===== config.mk =====
export PLATFORM = sky130hd
export DESIGN_NAME = cpu_0_ocimem_arbiter
export DESIGN_NICKNAME = d
export VERILOG_FILES = /design/src/rtl/cpu_0_ocimem_pkg.sv /design/src/rtl/cpu_0_ocimem_cmd_decode.sv /design/src/rtl/cpu_0_ocimem_arbiter.sv
export SDC_FILE = /design/constraint.sdc
export NUM_CORES = 1
export LEC_CHECK = 0
export CAP_MARGIN = 20
export CORE_MARGIN = 1
export CORE_UTILIZATION = 42
export CTS_CLUSTER_DIAMETER = 150
export DETAILED_ROUTE_END_ITERATION = 10
export PLACE_DENSITY = 0.81
export SLEW_MARGIN = 10
export SYNTH_ARGS = -nofsm -noshare
export SYNTH_HDL_FRONTEND = slang
export SYNTH_SLANG_ARGS = --single-unit

===== constraint.sdc =====
create_clock -name clk -period 5.2 [get_ports clk]
set_input_delay 1.04 -clock clk [delete_from_list [all_inputs] [get_ports clk]]
set_output_delay 1.04 -clock clk [all_outputs]
set_load 0.02 [all_outputs]

===== src/rtl/cpu_0_ocimem_pkg.sv =====
// Shared definitions for the OCI debug-memory arbiter.
// Holds the arbiter FSM state type, the jdo field positions used by the JTAG
// command decoder, and the common data/counter widths.
package cpu_0_ocimem_pkg;

    localparam int unsigned DATA_W     = 32;
    localparam int unsigned JDO_W      = 38;

    // jdo field positions
    localparam int unsigned ADDR_LSB   = 17;
    localparam int unsigned RD_BIT     = 35;
    localparam int unsigned CLRERR_BIT = 33;
    localparam int unsigned WDATA_HI   = 34;
    localparam int unsigned WDATA_LO   = 3;

    // Width of the JTAG starvation counter
    localparam int unsigned STARVE_W   = 4;

    typedef enum logic [1:0] {
        IDLE = 2'd0,
        J_RD = 2'd1,
        C_RD = 2'd2
    } arb_state_t;

endpackage


===== src/rtl/cpu_0_ocimem_cmd_decode.sv =====
// JTAG debug-memory command decoder.
// Turns take_* strobes plus jdo into a one-deep pending command, owns the
// JTAG address pointer and the monitor_ready / monitor_error status flags.
// Ports:
//   clk, reset                 clock, async active-high reset
//   jdo, take_*                JTAG shift data and command strobes
//   busy                       arbiter is in a read data phase (not IDLE)
//   done                       pending JTAG access completes this cycle
//   pending, pend_wr           pending command valid / is a write
//   pend_data                  write data of the pending command
//   jaddr                      current JTAG word address
//   monitor_ready              no JTAG command outstanding
//   monitor_error              sticky overrun flag
module cpu_0_ocimem_cmd_decode
    import cpu_0_ocimem_pkg::*;
#(
    parameter int unsigned ADDR_W = 8
) (
    input  logic              clk,
    input  logic              reset,
    input  logic [JDO_W-1:0]  jdo,
    input  logic              take_action_ocimem_a,
    input  logic              take_action_ocimem_b,
    input  logic              take_no_action_ocimem_a,
    input  logic              busy,
    input  logic              done,
    output logic              pending,
    output logic              pend_wr,
    output logic [DATA_W-1:0] pend_data,
    output logic [ADDR_W-1:0] jaddr,
    output logic              monitor_ready,
    output logic              monitor_error
);

    logic sel_a;
    logic sel_b;
    logic sel_n;
    logic any_strobe;
    logic blocked;
    logic want_rd;
    logic queue_cmd;
    logic overrun;
    logic load_addr;

    // jdo bits that carry nothing for this block
    logic unused_jdo_bits;
    assign unused_jdo_bits = ^{jdo[JDO_W-1:RD_BIT+1], jdo[WDATA_LO-1:0]};

    // Strobe priority and overrun detection
    always_comb begin
        sel_b      = take_action_ocimem_b;
        sel_a      = take_action_ocimem_a & ~take_action_ocimem_b;
        sel_n      = take_no_action_ocimem_a & ~take_action_ocimem_a & ~take_action_ocimem_b;
        any_strobe = take_action_ocimem_a | take_action_ocimem_b | take_no_action_ocimem_a;
        blocked    = pending | busy;
        want_rd    = (sel_a & jdo[RD_BIT]) | sel_n;
        queue_cmd  = (want_rd | sel_b) & ~blocked;
        overrun    = any_strobe & blocked;
        // A plain address load is honoured even while blocked; a load that
        // also asks for a read is dropped as a whole.
        load_addr  = sel_a & (~blocked | ~jdo[RD_BIT]);
    end

    // Pending slot, address pointer and status flags
    always_ff @(posedge clk or posedge reset) begin
        if (reset) begin
            pending       <= 1'b0;
            pend_wr       <= 1'b0;
            pend_data     <= '0;
            jaddr         <= '0;
            monitor_ready <= 1'b1;
            monitor_error <= 1'b0;
        end else begin
            // An explicit address load overrides the post-access increment
            if (load_addr) begin
                jaddr <= jdo[ADDR_LSB +: ADDR_W];
            end else if (done) begin
                jaddr <= jaddr + ADDR_W'(1);
            end

            if (queue_cmd) begin
                pending <= 1'b1;
                pend_wr <= sel_b;
                if (sel_b) begin
                    pend_data <= jdo[WDATA_HI:WDATA_LO];
                end
            end else if (done) begin
                pending <= 1'b0;
            end

            if (queue_cmd) begin
                monitor_ready <= 1'b0;
            end else if (done) begin
                monitor_ready <= 1'b1;
            end

            if (overrun) begin
                monitor_error <= 1'b1;
            end else if (sel_a & jdo[CLRERR_BIT]) begin
                monitor_error <= 1'b0;
            end
        end
    end

endmodule


===== src/rtl/cpu_0_ocimem_arbiter.sv =====
// OCI debug RAM arbiter.
// Shares one single-port synchronous RAM between JTAG debug commands and the
// CPU slave port. JTAG wins while the CPU is halted, idle, or after the
// pending JTAG request has lost STARVE_MAX arbitration rounds.
// Ports:
//   clk, reset                 clock, async active-high reset
//   jdo, take_*                JTAG command interface
//   debugack                   CPU halted in debug mode
//   cpu_req/wr/addr/wdata      CPU slave request
//   cpu_rdata, cpu_waitrequest CPU slave response
//   ram_addr/wdata/wr/rd       RAM command (combinational)
//   ram_rdata                  RAM read data, one cycle after ram_rd
//   MonDReg                    last JTAG read data
//   monitor_ready              JTAG command complete
//   monitor_error              sticky overrun flag
module cpu_0_ocimem_arbiter
    import cpu_0_ocimem_pkg::*;
#(
    parameter int unsigned ADDR_W     = 8,
    parameter int unsigned STARVE_MAX = 15
) (
    input  logic              clk,
    input  logic              reset,
    input  logic [JDO_W-1:0]  jdo,
    input  logic              take_action_ocimem_a,
    input  logic              take_action_ocimem_b,
    input  logic              take_no_action_ocimem_a,
    input  logic              debugack,
    input  logic              cpu_req,
    input  logic              cpu_wr,
    input  logic [ADDR_W-1:0] cpu_addr,
    input  logic [DATA_W-1:0] cpu_wdata,
    output logic [DATA_W-1:0] cpu_rdata,
    output logic              cpu_waitrequest,
    output logic [ADDR_W-1:0] ram_addr,
    output logic [DATA_W-1:0] ram_wdata,
    output logic              ram_wr,
    output logic              ram_rd,
    input  logic [DATA_W-1:0] ram_rdata,
    output logic [DATA_W-1:0] MonDReg,
    output logic              monitor_ready,
    output logic              monitor_error
);

    localparam logic [STARVE_W-1:0] STARVE_LIM = STARVE_W'(STARVE_MAX);

    arb_state_t            state_q;
    arb_state_t            state_d;
    logic [STARVE_W-1:0]   starve_cnt;
    logic [DATA_W-1:0]     cpu_rdata_q;
    logic                  pending;
    logic                  pend_wr;
    logic [DATA_W-1:0]     pend_data;
    logic [ADDR_W-1:0]     jaddr;
    logic                  busy;
    logic                  jtag_done;
    logic                  jtag_grant;
    logic                  cpu_grant;

    assign busy = (state_q != IDLE);

    cpu_0_ocimem_cmd_decode #(
        .ADDR_W (ADDR_W)
    ) u_cmd_decode (
        .clk                     (clk),
        .reset                   (reset),
        .jdo                     (jdo),
        .take_action_ocimem_a    (take_action_ocimem_a),
        .take_action_ocimem_b    (take_action_ocimem_b),
        .take_no_action_ocimem_a (take_no_action_ocimem_a),
        .busy                    (busy),
        .done                    (jtag_done),
        .pending                 (pending),
        .pend_wr                 (pend_wr),
        .pend_data               (pend_data),
        .jaddr                   (jaddr),
        .monitor_ready           (monitor_ready),
        .monitor_error           (monitor_error)
    );

    // State register
    always_ff @(posedge clk or posedge reset) begin
        if (reset) begin
            state_q <= IDLE;
        end else begin
            state_q <= state_d;
        end
    end

    // Arbitration, next state and RAM/CPU handshake
    always_comb begin
        state_d         = state_q;
        ram_addr        = jaddr;
        ram_wdata       = pend_data;
        ram_wr          = 1'b0;
        ram_rd          = 1'b0;
        cpu_waitrequest = 1'b1;
        jtag_grant      = 1'b0;
        cpu_grant       = 1'b0;
        jtag_done       = 1'b0;
        case (state_q)
            IDLE: begin
                if (pending && (debugack || !cpu_req || starve_cnt == STARVE_LIM)) begin
                    jtag_grant = 1'b1;
                    if (pend_wr) begin
                        ram_wr    = 1'b1;
                        jtag_done = 1'b1;
                    end else begin
                        ram_rd  = 1'b1;
                        state_d = J_RD;
                    end
                end else if (cpu_req) begin
                    cpu_grant = 1'b1;
                    ram_addr  = cpu_addr;
                    if (cpu_wr) begin
                        ram_wr          = 1'b1;
                        ram_wdata       = cpu_wdata;
                        cpu_waitrequest = 1'b0;
                    end else begin
                        ram_rd  = 1'b1;
                        state_d = C_RD;
                    end
                end
            end
            J_RD: begin
                jtag_done = 1'b1;
                state_d   = IDLE;
            end
            C_RD: begin
                cpu_waitrequest = 1'b0;
                state_d         = IDLE;
            end
            default: begin
                state_d = IDLE;
            end
        endcase
    end

    // Starvation counter and read-data capture
    always_ff @(posedge clk or posedge reset) begin
        if (reset) begin
            starve_cnt  <= '0;
            MonDReg     <= '0;
            cpu_rdata_q <= '0;
        end else begin
            if (jtag_grant) begin
                starve_cnt <= '0;
            end else if (pending && cpu_grant && starve_cnt != STARVE_LIM) begin
                starve_cnt <= starve_cnt + STARVE_W'(1);
            end

            if (state_q == J_RD) begin
                MonDReg <= ram_rdata;
            end

            if (state_q == C_RD) begin
                cpu_rdata_q <= ram_rdata;
            end
        end
    end

    // The CPU samples read data in the cycle waitrequest drops, which is the
    // cycle the RAM returns it; outside that cycle the last read is held.
    assign cpu_rdata = (state_q == C_RD) ? ram_rdata : cpu_rdata_q;

endmodule

==> impl_metrics.toml <==
[timing]
fin_tns_setup_ns = 0
hold_violations = 0
period_share = 0.831
rsz0062_at_grt = "no"
setup_violations = 0
worst_slew_pin_slew_ns = 1.03
relSlewSlack = 0.309
finalClockSkew_ns = 0.00671
max_freq_mhz = 232
maxSlewViolCount = 0
setup_ws_ns = 0.881
finalCriticalPeriod_ns = 4.32

[cells_and_area]
drive_above_1_share = 0.287
nets = 715
final_cell_mix = "221 x clkdlybuf4s50_1, 130 x mux2_2, 113 x dfrtp_1, 17 x clkbuf_16, 12 x nor2_1"
fillCellCount = 877
diodes = 0
area_growth_pct = 56.8
layout_commonest_cell = "clkdlybuf4s50_1"

[power]
power_leakage_nw = 3.25
ir_worst_vdd_v = 0.000408
power_density_nw_per_um2 = 673

[setup_path]
path_class = "in -> out"
r2r_cells = 4
cp.depth = 7
cp-end-kind = "output pin"
r2r-start = "state_q[0]$_DFFE_PP0P_"
crit_start = "debugack"
crit_chain = "clkdlybuf4s50_1 > a31oi_1 > o21a_1 > nand3_2 > buf_4 > mux2_2 > clkdlybuf4s50_1"
cp_top_family = "buffers and inverters"
endpoint = "ram_wdata[11]"
rrSetupSlack_ns = 3.00
crit_fanout = 32
slowest_delay_ns = 0.55
crit_path_frequent_cell = "clkdlybuf4s50_1"
critPathSlowestCell = "clkdlybuf4s50_1"
critPathLaunchType = "input port"
path_buf_inv = 3
cp.arrival_ns = 3.28
required_ns = 4.16
reg2reg_to = "u_cmd_decode.pend_data[27]$_DFFE_PP0P_"

[die]
die_y_um = 112
die-area_um2 = 12500
fp.dieW_um = 112
core_region_area_um2 = 11600
start_util = 0.438
rows = 39
ios = 227

[clock_network]
insertion_delay_ns = 0.39
cts_tree = "built"
htreeDepth = 4
cts_buffers = 17
postCtsHoldBufs = 0
cts_resized = 0
path_clk_slew_ns = 0.06
cts_setup_buffers = 0
clock_path_buffers = 2
clkSinkCount = 114
cts_root_buf = "clkbuf_16"

[grt]
grt_overflow = 0
grt_usage = 0.225
grt_pass1_wl_mm = 21.8
antenna_found_initial = 0
grt_pass1_vias = 4281
grt_max_degree = 66

[detailed_routing]
wl_per_cell_um = 17.8
drtIter0Drc = 102
dr.pass1.iters = 7
avgViaCountPerCell = 5.13
ant_nets = 0
num_vias = 3845
wl_mm = 13.4
drc = 18

[synth]
yosys.area.top_type_share = 0.558
synth_xor_area_frac = 0.00173
ys_types = 40
synthSimpleGateAreaFrac = 0.0521
synth_top_family_by_area = "multiplexers"
ys.flop_type = "dfrtp_1"
synth_edf_count = 0
muxShareOfSynthArea = 0.302
synthAdderAreaFrac = 0.00494
synth_largest_area_cell = "dfrtp_1"
syn_area_um2 = 5060
ys_seq_elements = 114
avgSynthCellArea_um2 = 13.8
synth-compound-area-share = 0.0450
postSynthCellCount = 368
ys_top_cells_by_area = "dfrtp_1 56%, mux2_2 29%, mux2_1 1.3%, a31oi_1 0.99%, buf_2 0.99%"
synthArstFlopShare = 1.00
synth_fp_nets = 488
yosys_warnings = 0
yosysSeqAreaShare = 0.564

[status]
violations = "DRC"
status = "complete, but fails checks"

[flow_run]
cap_violations = 0

[place]
place_congestion = 0.803
dp_slack_ns = 0.868
port_buffers = 221
hpwl_mm = 9.65

[min_path]
min_path_type = "reg -> reg"
==> through the flow <==
step	power, W	hold slack [ns]	std cells	util	cell area [um2]
after floorplan	0.00309	0.452	368	-	5060
after global placement	0.00421	0.466	719	0.639	7390
after detailed placement	0.00428	0.470	719	0.639	7390
after CTS	0.00539	0.498	750	0.687	7940
after global routing	0.00564	0.514	750	0.687	7940
final	0.00534	0.490	750	0.687	7940
==> state kept, by name, summed over array words and instances, names as in the netlist <==
register,flops
MonDReg,32
cpu_rdata_q,32
u_cmd_decode.pend_data,32
u_cmd_decode.jaddr,8
starve_cnt,4
state_q,2
u_cmd_decode.monitor_error,1
u_cmd_decode.monitor_ready,1
u_cmd_decode.pend_wr,1
u_cmd_decode.pending,1
==> cells by family (layout without fill, tap and decap cells) <==
group                    count (synthesis)  after routing
AO/OA/AOI/OAI                           36             36
XOR/XNOR                                 1              1
adder cells (fa/ha/maj)                  2              2
buffers and inverters                   28            267
flip-flops                             114            114
multiplexers                           136            136
AND/OR/NAND/NOR                         51             51
==> worst min-delay path by stage <==
stage	startpoint	endpoint	slack [ns]	depth (start not counted)
global route	cpu_rdata_q[27]$_DFF_PP0_	cpu_rdata_q[27]$_DFF_PP0_	0.51	1
floorplan	u_cmd_decode.pend_data[31]$_DFFE_PP0P_	u_cmd_decode.pend_data[31]$_DFFE_PP0P_	0.45	1
detailed placement	cpu_rdata_q[25]$_DFF_PP0_	cpu_rdata_q[25]$_DFF_PP0_	0.47	1
global placement	cpu_rdata_q[0]$_DFF_PP0_	cpu_rdata_q[0]$_DFF_PP0_	0.47	1
CTS	cpu_rdata_q[1]$_DFF_PP0_	cpu_rdata_q[1]$_DFF_PP0_	0.50	1
finish	u_cmd_decode.pend_data[31]$_DFFE_PP0P_	u_cmd_decode.pend_data[31]$_DFFE_PP0P_	0.49	1
==> synthesized netlist by cell type (2+ instances only) <==
cell      number
nor3_1         4
and2_1         2
mux2_1         6
nor2b_1        2
a32oi_1        2
buf_2         10
nand2b_1       2
o21ai_0        9
ha_1           2
buf_6          4
inv_1          9
o31ai_1        2
a31oi_1        8
or4_1          2
or3_1          4
a21oi_1        6
nand2_1       11
dfrtp_1      113
clkbuf_1       3
nor2_1        12
nand3_1        6
mux2_2       130
o21a_1         2
==> area by class of cell <==
class	count	area, um2	area share
multi-input cells	226	2060	0.259
repair buffers	227	2260	0.284
well taps	143	179	0.0225
inverters	9	36.3	0.00457
clock inverters	13	115	0.0145
clock buffers	18	439	0.0553
flip-flops and latches	114	2850	0.359
==> worst register-to-register path, cell delays in order (launching register included) <==
cell and delay (ns):
dfrtp_1 0.49, nor3_1 0.51, and2_1 0.29, buf_4 0.39
mux2_2 0.41
==> power by group <==
group | total, W | switching [W] | leakage (nW) | internal (W)
Combinational | 0.00268 | 0.00125 | 1.65 | 0.00143
Clock | 0.00107 | 0.000406 | 0.252 | 0.000664
Sequential | 0.00159 | 0.000253 | 1.34 | 0.00133
Total | 0.00534 | 0.00191 | 3.25 | 0.00343
==> per-layer routing <==
metal,GRT usage,vias up,part of all wire
met5,0,-,0
met4,0.0721,0,0.0098
met3,0.118,11,0.13
met2,0.378,173,0.49
met1,0.245,1880,0.37
li1,-,1781,-
Power figures use the tool's default switching activity.
